--- src/rtl/uart_sample_rx_if.sv ---
// rtl/uart_sample_rx_if.sv - pin/sample-side signal bundle for uart_sample_rx
// Purpose: groups the serial input and the byte/sample/error outputs of uart_sample_rx.
// Signals:
//   rx            serial input, idle high (driven by the slave side)
//   byte_valid    one-cycle strobe, byte_data holds a good received byte
//   byte_data     last good received byte
//   sample_out0..3 last committed 16-bit sample per channel
//   sample_valid  one-cycle strobe on frame commit
//   sample_ch     channel of the most recent commit
//   err_count     saturating framing/protocol error count
//   seq_err       channel-order violation strobe (only with UART_SAMPLE_RX_SEQ_CHECK_EN)
// Modports: master = receiver block, slave = consumer / line driver.
interface uart_sample_rx_if;
    logic        rx;
    logic        byte_valid;
    logic [7:0]  byte_data;
    logic [15:0] sample_out0;
    logic [15:0] sample_out1;
    logic [15:0] sample_out2;
    logic [15:0] sample_out3;
    logic        sample_valid;
    logic [1:0]  sample_ch;
    logic [7:0]  err_count;
`ifdef UART_SAMPLE_RX_SEQ_CHECK_EN
    logic        seq_err;
`endif

    modport master (
`ifdef UART_SAMPLE_RX_SEQ_CHECK_EN
        output seq_err,
`endif
        input  rx,
        output byte_valid, byte_data,
        output sample_out0, sample_out1, sample_out2, sample_out3,
        output sample_valid, sample_ch, err_count
    );

    modport slave (
`ifdef UART_SAMPLE_RX_SEQ_CHECK_EN
        input  seq_err,
`endif
        output rx,
        input  byte_valid, byte_data,
        input  sample_out0, sample_out1, sample_out2, sample_out3,
        input  sample_valid, sample_ch, err_count
    );
endinterface

--- src/rtl/uart_sample_rx.sv ---
// rtl/uart_sample_rx.sv - 8N1 UART receiver with 'C','H',<ch>,<msb>,<lsb> sample frame parser
// Purpose: deserialises UART bytes, parses 5-byte sample frames and holds the last
//          16-bit sample per channel (0..3), with a commit strobe and an error counter.
// Parameters: CLK_FREQ (Hz), BAUD; bit period DIV = CLK_FREQ/BAUD, mid-start offset HALF = DIV/2.
// Ports:
//   clk    system clock, rising edge
//   rst_n  asynchronous active-low reset
//   bus    uart_sample_rx_if.master (rx in; byte/sample/error outputs)
// Optional build macro: UART_SAMPLE_RX_SEQ_CHECK_EN adds channel-order tracking and seq_err.
module uart_sample_rx #(
    parameter int CLK_FREQ = 12_000_000,
    parameter int BAUD     = 115_200
) (
    input  logic             clk,
    input  logic             rst_n,
    uart_sample_rx_if.master bus
);
    localparam int DIV  = CLK_FREQ / BAUD;
    localparam int HALF = DIV / 2;
    localparam int CW   = $clog2(DIV + 1);
    localparam logic [CW-1:0] DIV_M1  = CW'(DIV - 1);
    localparam logic [CW-1:0] HALF_M1 = CW'(HALF - 1);

    // ------------------------------------------------------------------
    // rx synchroniser; the extra stage gives the previous value for
    // falling-edge detection. All reset to the idle (high) line level.
    // ------------------------------------------------------------------
    logic rx_meta_q, rxs_q, rxs_prev_q;

    always_ff @(posedge clk or negedge rst_n) begin
        if (!rst_n) begin
            rx_meta_q  <= 1'b1;
            rxs_q      <= 1'b1;
            rxs_prev_q <= 1'b1;
        end else begin
            rx_meta_q  <= bus.rx;
            rxs_q      <= rx_meta_q;
            rxs_prev_q <= rxs_q;
        end
    end

    // ------------------------------------------------------------------
    // Bit FSM
    // ------------------------------------------------------------------
    typedef enum logic [2:0] {
        B_IDLE,
        B_START,
        B_DATA,
        B_STOP,
        B_WAIT_IDLE
    } bit_state_t;

    bit_state_t    bit_state_q, bit_state_d;
    logic [CW-1:0] cnt_q, cnt_d;
    logic [2:0]    bit_cnt_q, bit_cnt_d;
    logic [7:0]    shift_q, shift_d;
    logic [7:0]    byte_data_q, byte_data_d;
    logic          byte_valid_q, byte_valid_d;
    logic          tick;
    logic          sample_bit;
    logic          byte_ok;
    logic          frame_err;

    // START waits half a bit to land mid start-bit; every later sample is a full bit apart.
    assign tick = (cnt_q == ((bit_state_q == B_START) ? HALF_M1 : DIV_M1));

    always_ff @(posedge clk or negedge rst_n) begin
        if (!rst_n) begin
            bit_state_q <= B_IDLE;
        end else begin
            bit_state_q <= bit_state_d;
        end
    end

    always_comb begin
        bit_state_d = bit_state_q;
        case (bit_state_q)
            B_IDLE: begin
                if (rxs_prev_q && !rxs_q) begin
                    bit_state_d = B_START;
                end
            end
            B_START: begin
                if (tick) begin
                    bit_state_d = rxs_q ? B_IDLE : B_DATA;
                end
            end
            B_DATA: begin
                if (tick && (bit_cnt_q == 3'd7)) begin
                    bit_state_d = B_STOP;
                end
            end
            B_STOP: begin
                if (tick) begin
                    bit_state_d = rxs_q ? B_IDLE : B_WAIT_IDLE;
                end
            end
            B_WAIT_IDLE: begin
                if (rxs_q) begin
                    bit_state_d = B_IDLE;
                end
            end
            default: bit_state_d = B_IDLE;
        endcase
    end

    always_comb begin
        sample_bit = 1'b0;
        byte_ok    = 1'b0;
        frame_err  = 1'b0;
        case (bit_state_q)
            B_DATA: sample_bit = tick;
            B_STOP: begin
                byte_ok   = tick & rxs_q;
                frame_err = tick & ~rxs_q;
            end
            default: ;
        endcase
    end

    always_comb begin
        if ((bit_state_q == B_START || bit_state_q == B_DATA || bit_state_q == B_STOP) && !tick) begin
            cnt_d = cnt_q + CW'(1);
        end else begin
            cnt_d = '0;
        end
        bit_cnt_d    = (bit_state_q == B_IDLE) ? 3'd0 : bit_cnt_q + {2'b00, sample_bit};
        shift_d      = sample_bit ? {rxs_q, shift_q[7:1]} : shift_q;
        byte_data_d  = byte_ok ? shift_q : byte_data_q;
        byte_valid_d = byte_ok;
    end

    always_ff @(posedge clk or negedge rst_n) begin
        if (!rst_n) begin
            cnt_q        <= '0;
            bit_cnt_q    <= 3'd0;
            shift_q      <= 8'h00;
            byte_data_q  <= 8'h00;
            byte_valid_q <= 1'b0;
        end else begin
            cnt_q        <= cnt_d;
            bit_cnt_q    <= bit_cnt_d;
            shift_q      <= shift_d;
            byte_data_q  <= byte_data_d;
            byte_valid_q <= byte_valid_d;
        end
    end

    // ------------------------------------------------------------------
    // Frame parser FSM, stepped by byte_valid_q; a framing error aborts it.
    // ------------------------------------------------------------------
    typedef enum logic [2:0] {
        P_HUNT,
        P_GOT_C,
        P_GOT_H,
        P_GET_MSB,
        P_GET_LSB
    } par_state_t;

    localparam logic [7:0] CHAR_C = 8'h43;
    localparam logic [7:0] CHAR_H = 8'h48;

    par_state_t  par_q, par_d;
    logic        is_ch;
    logic        ch_load;
    logic        msb_load;
    logic        commit;
    logic        proto_err;
    logic [1:0]  ch_q, ch_d;
    logic [7:0]  msb_q, msb_d;
    logic [15:0] sample_q [4];
    logic [1:0]  sample_ch_q;
    logic        sample_valid_q;
    logic [7:0]  err_q;

    // '0'..'3' are 0x30..0x33: upper six bits fixed, low two bits are the channel.
    assign is_ch = (byte_data_q[7:2] == 6'b001100);

    always_ff @(posedge clk or negedge rst_n) begin
        if (!rst_n) begin
            par_q <= P_HUNT;
        end else begin
            par_q <= par_d;
        end
    end

    always_comb begin
        par_d = par_q;
        if (frame_err) begin
            par_d = P_HUNT;
        end else if (byte_valid_q) begin
            case (par_q)
                P_HUNT:    par_d = (byte_data_q == CHAR_C) ? P_GOT_C : P_HUNT;
                P_GOT_C: begin
                    if (byte_data_q == CHAR_H) begin
                        par_d = P_GOT_H;
                    end else if (byte_data_q == CHAR_C) begin
                        par_d = P_GOT_C;
                    end else begin
                        par_d = P_HUNT;
                    end
                end
                P_GOT_H: begin
                    if (is_ch) begin
                        par_d = P_GET_MSB;
                    end else if (byte_data_q == CHAR_C) begin
                        par_d = P_GOT_C;
                    end else begin
                        par_d = P_HUNT;
                    end
                end
                P_GET_MSB: par_d = P_GET_LSB;
                P_GET_LSB: par_d = P_HUNT;
                default:   par_d = P_HUNT;
            endcase
        end
    end

    always_comb begin
        ch_load   = 1'b0;
        msb_load  = 1'b0;
        commit    = 1'b0;
        proto_err = 1'b0;
        if (byte_valid_q && !frame_err) begin
            case (par_q)
                P_GOT_H: begin
                    ch_load   = is_ch;
                    proto_err = ~is_ch;
                end
                P_GET_MSB: msb_load = 1'b1;
                P_GET_LSB: commit   = 1'b1;
                default: ;
            endcase
        end
    end

    always_comb begin
        ch_d  = ch_load ? byte_data_q[1:0] : ch_q;
        msb_d = msb_load ? byte_data_q : msb_q;
    end

    always_ff @(posedge clk or negedge rst_n) begin
        if (!rst_n) begin
            ch_q           <= 2'd0;
            msb_q          <= 8'h00;
            sample_ch_q    <= 2'd0;
            sample_valid_q <= 1'b0;
            err_q          <= 8'h00;
            for (int i = 0; i < 4; i++) begin
                sample_q[i] <= 16'h0000;
            end
        end else begin
            ch_q           <= ch_d;
            msb_q          <= msb_d;
            sample_valid_q <= commit;
            if (commit) begin
                sample_q[ch_q] <= {msb_q, byte_data_q};
                sample_ch_q    <= ch_q;
            end
            // Framing and protocol errors are mutually exclusive in time, so +1 suffices.
            if ((frame_err || proto_err) && (err_q != 8'hFF)) begin
                err_q <= err_q + 8'd1;
            end
        end
    end

`ifdef UART_SAMPLE_RX_SEQ_CHECK_EN
    // Channel-order check: each commit should follow the previous channel mod 4.
    logic [1:0] last_ch_q;
    logic       have_last_q;
    logic       seq_err_q;

    always_ff @(posedge clk or negedge rst_n) begin
        if (!rst_n) begin
            last_ch_q   <= 2'd0;
            have_last_q <= 1'b0;
            seq_err_q   <= 1'b0;
        end else begin
            seq_err_q <= commit && have_last_q && (ch_q != (last_ch_q + 2'd1));
            if (commit) begin
                last_ch_q   <= ch_q;
                have_last_q <= 1'b1;
            end
        end
    end

    assign bus.seq_err = seq_err_q;
`endif

    assign bus.byte_valid   = byte_valid_q;
    assign bus.byte_data    = byte_data_q;
    assign bus.sample_out0  = sample_q[0];
    assign bus.sample_out1  = sample_q[1];
    assign bus.sample_out2  = sample_q[2];
    assign bus.sample_out3  = sample_q[3];
    assign bus.sample_valid = sample_valid_q;
    assign bus.sample_ch    = sample_ch_q;
    assign bus.err_count    = err_q;
endmodule

--- src/flat_wrapper.sv ---
// flat-port wrapper written by rule: the top's interface ports become plain ports
module uart_sample_rx_flat 
#(
    parameter int CLK_FREQ = 12_000_000,
    parameter int BAUD     = 115_200
)
  (clk, rst_n, bus_rx, bus_byte_valid, bus_byte_data, bus_sample_out0, bus_sample_out1, bus_sample_out2, bus_sample_out3, bus_sample_valid, bus_sample_ch, bus_err_count);
  uart_sample_rx_if bus_i ();
  input  logic clk;
  input  logic rst_n;
  input wire logic [$bits(bus_i.rx)-1:0] bus_rx;
  output wire logic [$bits(bus_i.byte_valid)-1:0] bus_byte_valid;
  output wire logic [$bits(bus_i.byte_data)-1:0] bus_byte_data;
  output wire logic [$bits(bus_i.sample_out0)-1:0] bus_sample_out0;
  output wire logic [$bits(bus_i.sample_out1)-1:0] bus_sample_out1;
  output wire logic [$bits(bus_i.sample_out2)-1:0] bus_sample_out2;
  output wire logic [$bits(bus_i.sample_out3)-1:0] bus_sample_out3;
  output wire logic [$bits(bus_i.sample_valid)-1:0] bus_sample_valid;
  output wire logic [$bits(bus_i.sample_ch)-1:0] bus_sample_ch;
  output wire logic [$bits(bus_i.err_count)-1:0] bus_err_count;
  assign bus_i.rx = bus_rx;
  assign bus_byte_valid = bus_i.byte_valid;
  assign bus_byte_data = bus_i.byte_data;
  assign bus_sample_out0 = bus_i.sample_out0;
  assign bus_sample_out1 = bus_i.sample_out1;
  assign bus_sample_out2 = bus_i.sample_out2;
  assign bus_sample_out3 = bus_i.sample_out3;
  assign bus_sample_valid = bus_i.sample_valid;
  assign bus_sample_ch = bus_i.sample_ch;
  assign bus_err_count = bus_i.err_count;
  uart_sample_rx #(.CLK_FREQ(CLK_FREQ), .BAUD(BAUD)) u_core (.clk(clk), .rst_n(rst_n), .bus(bus_i));
endmodule
--- config.mk ---
export PLATFORM = sky130hd
export DESIGN_NAME = uart_sample_rx_flat
export DESIGN_NICKNAME = d
export VERILOG_FILES = /design/src/rtl/uart_sample_rx_if.sv /design/src/rtl/uart_sample_rx.sv /design/src/flat_wrapper.sv
export SDC_FILE = /design/constraint.sdc
export NUM_CORES = 1
export LEC_CHECK = 0
export CAP_MARGIN = 20
export CORE_MARGIN = 2
export CORE_UTILIZATION = 47
export DETAILED_ROUTE_END_ITERATION = 16
export GPL_TIMING_DRIVEN = 1
export HOLD_SLACK_MARGIN = 0.15
export PLACE_DENSITY = 0.75
export SYNTH_ARGS = -nofsm -noshare
export SYNTH_HDL_FRONTEND = slang
export SYNTH_SLANG_ARGS = --single-unit
--- constraint.sdc ---
create_clock -name clk -period 2.4 [get_ports clk]
set_clock_uncertainty 0.05 [all_clocks]
set_input_delay 0.36 -clock clk [delete_from_list [all_inputs] [get_ports clk]]
set_output_delay 0.36 -clock clk [all_outputs]
set_load 0.03 [all_outputs]
==> metrics.md, run 1 <==
| Metric | Value |
|---|---|
| Outcome | `completed` |
| PostCTS Resize Cnt | `0` |
| Nets | `463` |
| Final WS setup | `113 ps` |
| Drt wl/cell | `17.8 um` |
| Layout cells sized above 1 | `0.353` |
| Fin. Hold Viols | `0` |
| Most frequent cells in the layout | `dfrtp_1 (118), mux2_2 (86), clkdlybuf4s50_1 (85)` |
| Sequential cell area | `0.00303 sq mm` |
| RD Place Congestion | `0.761` |
| Critical Path RT | `2740 ps` |
| PortBufs | `86` |
| TritonRoute pass-1 iters | `4` |
| Setup crit end kind | `register` |
| # DRC | `0` |
| Largest family of logic cells by synthesized area | `multiplexers` |
| CTS tree | `yes` |
| Power per Cell Area | `710 mW/mm^2` |
| DP Cell Count | `572` |
| Number of synthesized flops with an enable pin | `0` |
| Core area | `0.0103 sq mm` |
| Die area | `0.0115 sq mm` |
| Syn nets | `340` |
| R2R Setup Slk | `110 ps` |
| Setup crit start kind | `register` |
| Final min period | `2290 ps` |
| Dominant synthesized flop cell | `dfrtp_1` |
| Static Leakage | `3.17 nW` |
| Rel. slew slack | `0.662` |
| Total chip power | `0.00477 W` |
| Clock slew at reported path FFs | `60 ps` |
| Antenna fix cells | `0` |
| Num CTS Buffers | `17` |
| Final setup viols | `0` |
| Max Freq | `437 MHz` |
| Synth warn | `0` |
| Syn Inst Count | `333` |
| Post-CTS Hold Fix Bufs | `1` |
| Unrepaired setup endpoints after global routing | `no` |
| Ys async rst share | `1.00` |
| Fin cells | `604` |
| Worst skew pair latency | `510 ps` |
| Adder-cell share of the synthesized area | `0.0100` |
| Number of global-route vias before repair | `3408` |
| Global-route usage over all layers | `0.201` |
| Most common cell after layout, fill and taps aside | `dfrtp_1` |
| Pin count of the biggest net entering global routing | `60` |
| Final Max Tran Viols | `0` |
| Mapped Area | `0.00499 sq mm` |
| Grt ovf | `0` |
| Multi-input gate area in the final layout | `0.00187 sq mm` |
| First DRT Iteration DRCs | `157` |
| Xor/xnor share of the synthesized area | `0.0175` |
| Worst slew pin tran | `504 ps` |
| Top Ports | `87` |
| Flops & latches, synth | `121` |
| Dpl ws | `149 ps` |
| Clock sink count | `121` |
| # fillers | `760` |
| Seq/Total Area, Yosys | `0.607` |
| Critical path type | `register to register` |
| DP Wirelength | `7.15 mm` |
| Setup TNS | `0 ps` |
| Via count | `3227` |
| Total Wirelength | `10.7 mm` |
| DR vias/cell | `5.34` |
| Min-delay worst type | `input pin to register` |
| Detail Route met2 WL | `5.46 mm` |
| Period utilization | `0.953` |
| Syn avg cell area | `15.0 sq um` |
| Post-synthesis compound-gate area fraction | `0.0203` |
| CTS Buffer Depth | `2` |
| H-tree levels | `4` |
| Routed Antenna Nets | `0` |
| Wl on met1 | `4.57 mm` |
| Worst Path Max Fanout | `11` |
| Die Y | `107 um` |
| Area share of the largest cell type after synthesis | `0.591` |
| Global-route wire length before repair | `17.4 mm` |
| Num rows | `37` |
| Initial antenna violation count | `0` |
| Top sig layer | `met4` |
| Die Wd | `107 um` |
| VDD IR max | `0.466 mV` |
| Postcts setup bufs | `0` |
| Max_cap viols | `0` |
| Met3 wire length | `437 um` |
| CTS root buf | `clkbuf_8` |
| Critical path arrival | `2630 ps` |
| Unique masters post-synth | `49` |
| Syn-to-layout area delta | `34.6%` |
| Initial core utilization | `0.484` |
| Multiplexer share of the synthesized area | `0.229` |
| Synth Area in Simple Gates | `0.0982` |
| Yosys top cell by area | `dfrtp_1` |
| Largest cells by area after synthesis | `dfrtp_1 (59%), mux2_2 (19%), mux2_4 (3.0%)` |
## where the power goes
group	switching (W)	internal, W	leakage, nW
combinational	0.000191	0.000141	1.24
clock	0.000845	0.00147	0.263
sequential	0.0000345	0.00209	1.67
## final cells by class
cell class	count	area share
sequential	121	0.451
inverter	3	0.00168
timing repair buffer	111	0.162
multi-input combinational	202	0.278
clock inverter	7	0.0101
clock buffer	24	0.0715
tap	136	0.0253
## stage by stage
stage / utilization / instance area [sq um] / hold slack, ps
after floorplan: - / 4990 / 14.4
after global placement: 0.597 / 6160 / 296
after detailed placement: 0.597 / 6160 / 297
after CTS: 0.651 / 6720 / 212
after global routing: 0.651 / 6720 / 210
final: 0.651 / 6720 / 225
## flip-flops by register name, summed over array words and instances, names as in the netlist, 2 cells and up
register and count:
u_core.bit_cnt_q 3, u_core.bit_state_q 3, u_core.bus.byte_data 8, u_core.bus.err_count 8, u_core.bus.sample_ch 2, u_core.bus.sample_out0 16
u_core.bus.sample_out1 16, u_core.bus.sample_out2 16, u_core.bus.sample_out3 16, u_core.ch_q 2, u_core.cnt_q 7, u_core.msb_q 8
u_core.par_q 3, u_core.shift_q 8
## path summary, 6_finish.rpt
kind,startpoint,endpoint,cells past startpoint
min in group asynchronous,rst_n,u_core.bus.sample_out1[5],2
max reg2reg,u_core.bit_state_q[1],u_core.bus.sample_out2[3],6
max in group asynchronous,rst_n,u_core.bus.sample_out0[14],3
min,bus_rx,u_core.rx_meta_q,1
min reg2reg,u_core.rx_meta_q,u_core.rxs_q,0
max,u_core.bit_state_q[1],u_core.bus.sample_out2[3],6
## logic make-up (layout without fill, tap and decap cells)
kind of cell	count (synthesis)	count (layout)
and+or+nand+nor	76	76
DFF	121	121
buffers and inverters	10	145
AOI/OAI and AO/OA	15	15
muxes	97	97
adders and majority gates	4	4
xor gates and xnor gates	10	10
## synth_stat cells (2+ instances only)
cell,number
mux2_2,86
inv_1,3
o21ai_0,2
xor2_1,2
and3b_2,2
and4_1,2
dfstp_2,3
nor2b_1,3
nand4b_1,2
nor4b_4,2
or3b_2,2
nand4_1,4
nor4b_1,2
xnor2_1,8
nor3b_1,4
nor3_1,3
buf_6,3
nor2_1,17
nand2_1,10
and3_1,3
nand2b_1,2
a21oi_1,3
ha_1,4
nand3_1,9
mux2_4,10
o21ai_1,2
dfrtp_1,118
## critical path: stages (launching register included)
cell,delay [ps]
dfrtp_1,380
or3b_4,430
mux2i_4,260
nor2_4,120
nor4b_4,290
buf_4,280
mux2_2,360
## per-layer routing
layer	global-route usage	vias to the layer above
met5	0	-
met4	0.0974	0
met3	0.0486	24
met2	0.325	80
met1	0.252	1674
li1	-	1449
(Power assumes the default switching activity.)
==> run 2, diff against run 1 <==
CTS_CLUSTER_SIZE = 25   (was unset)
==> results of run 2 <==
No change in the layout: final DEF, timing and power equal those of run 1.
==> run 3, diff against run 2 <==
CTS_CLUSTER_DIAMETER = 80   (was unset)
==> results of run 3 <==
No change in the layout: final DEF, timing and power equal those of run 1.
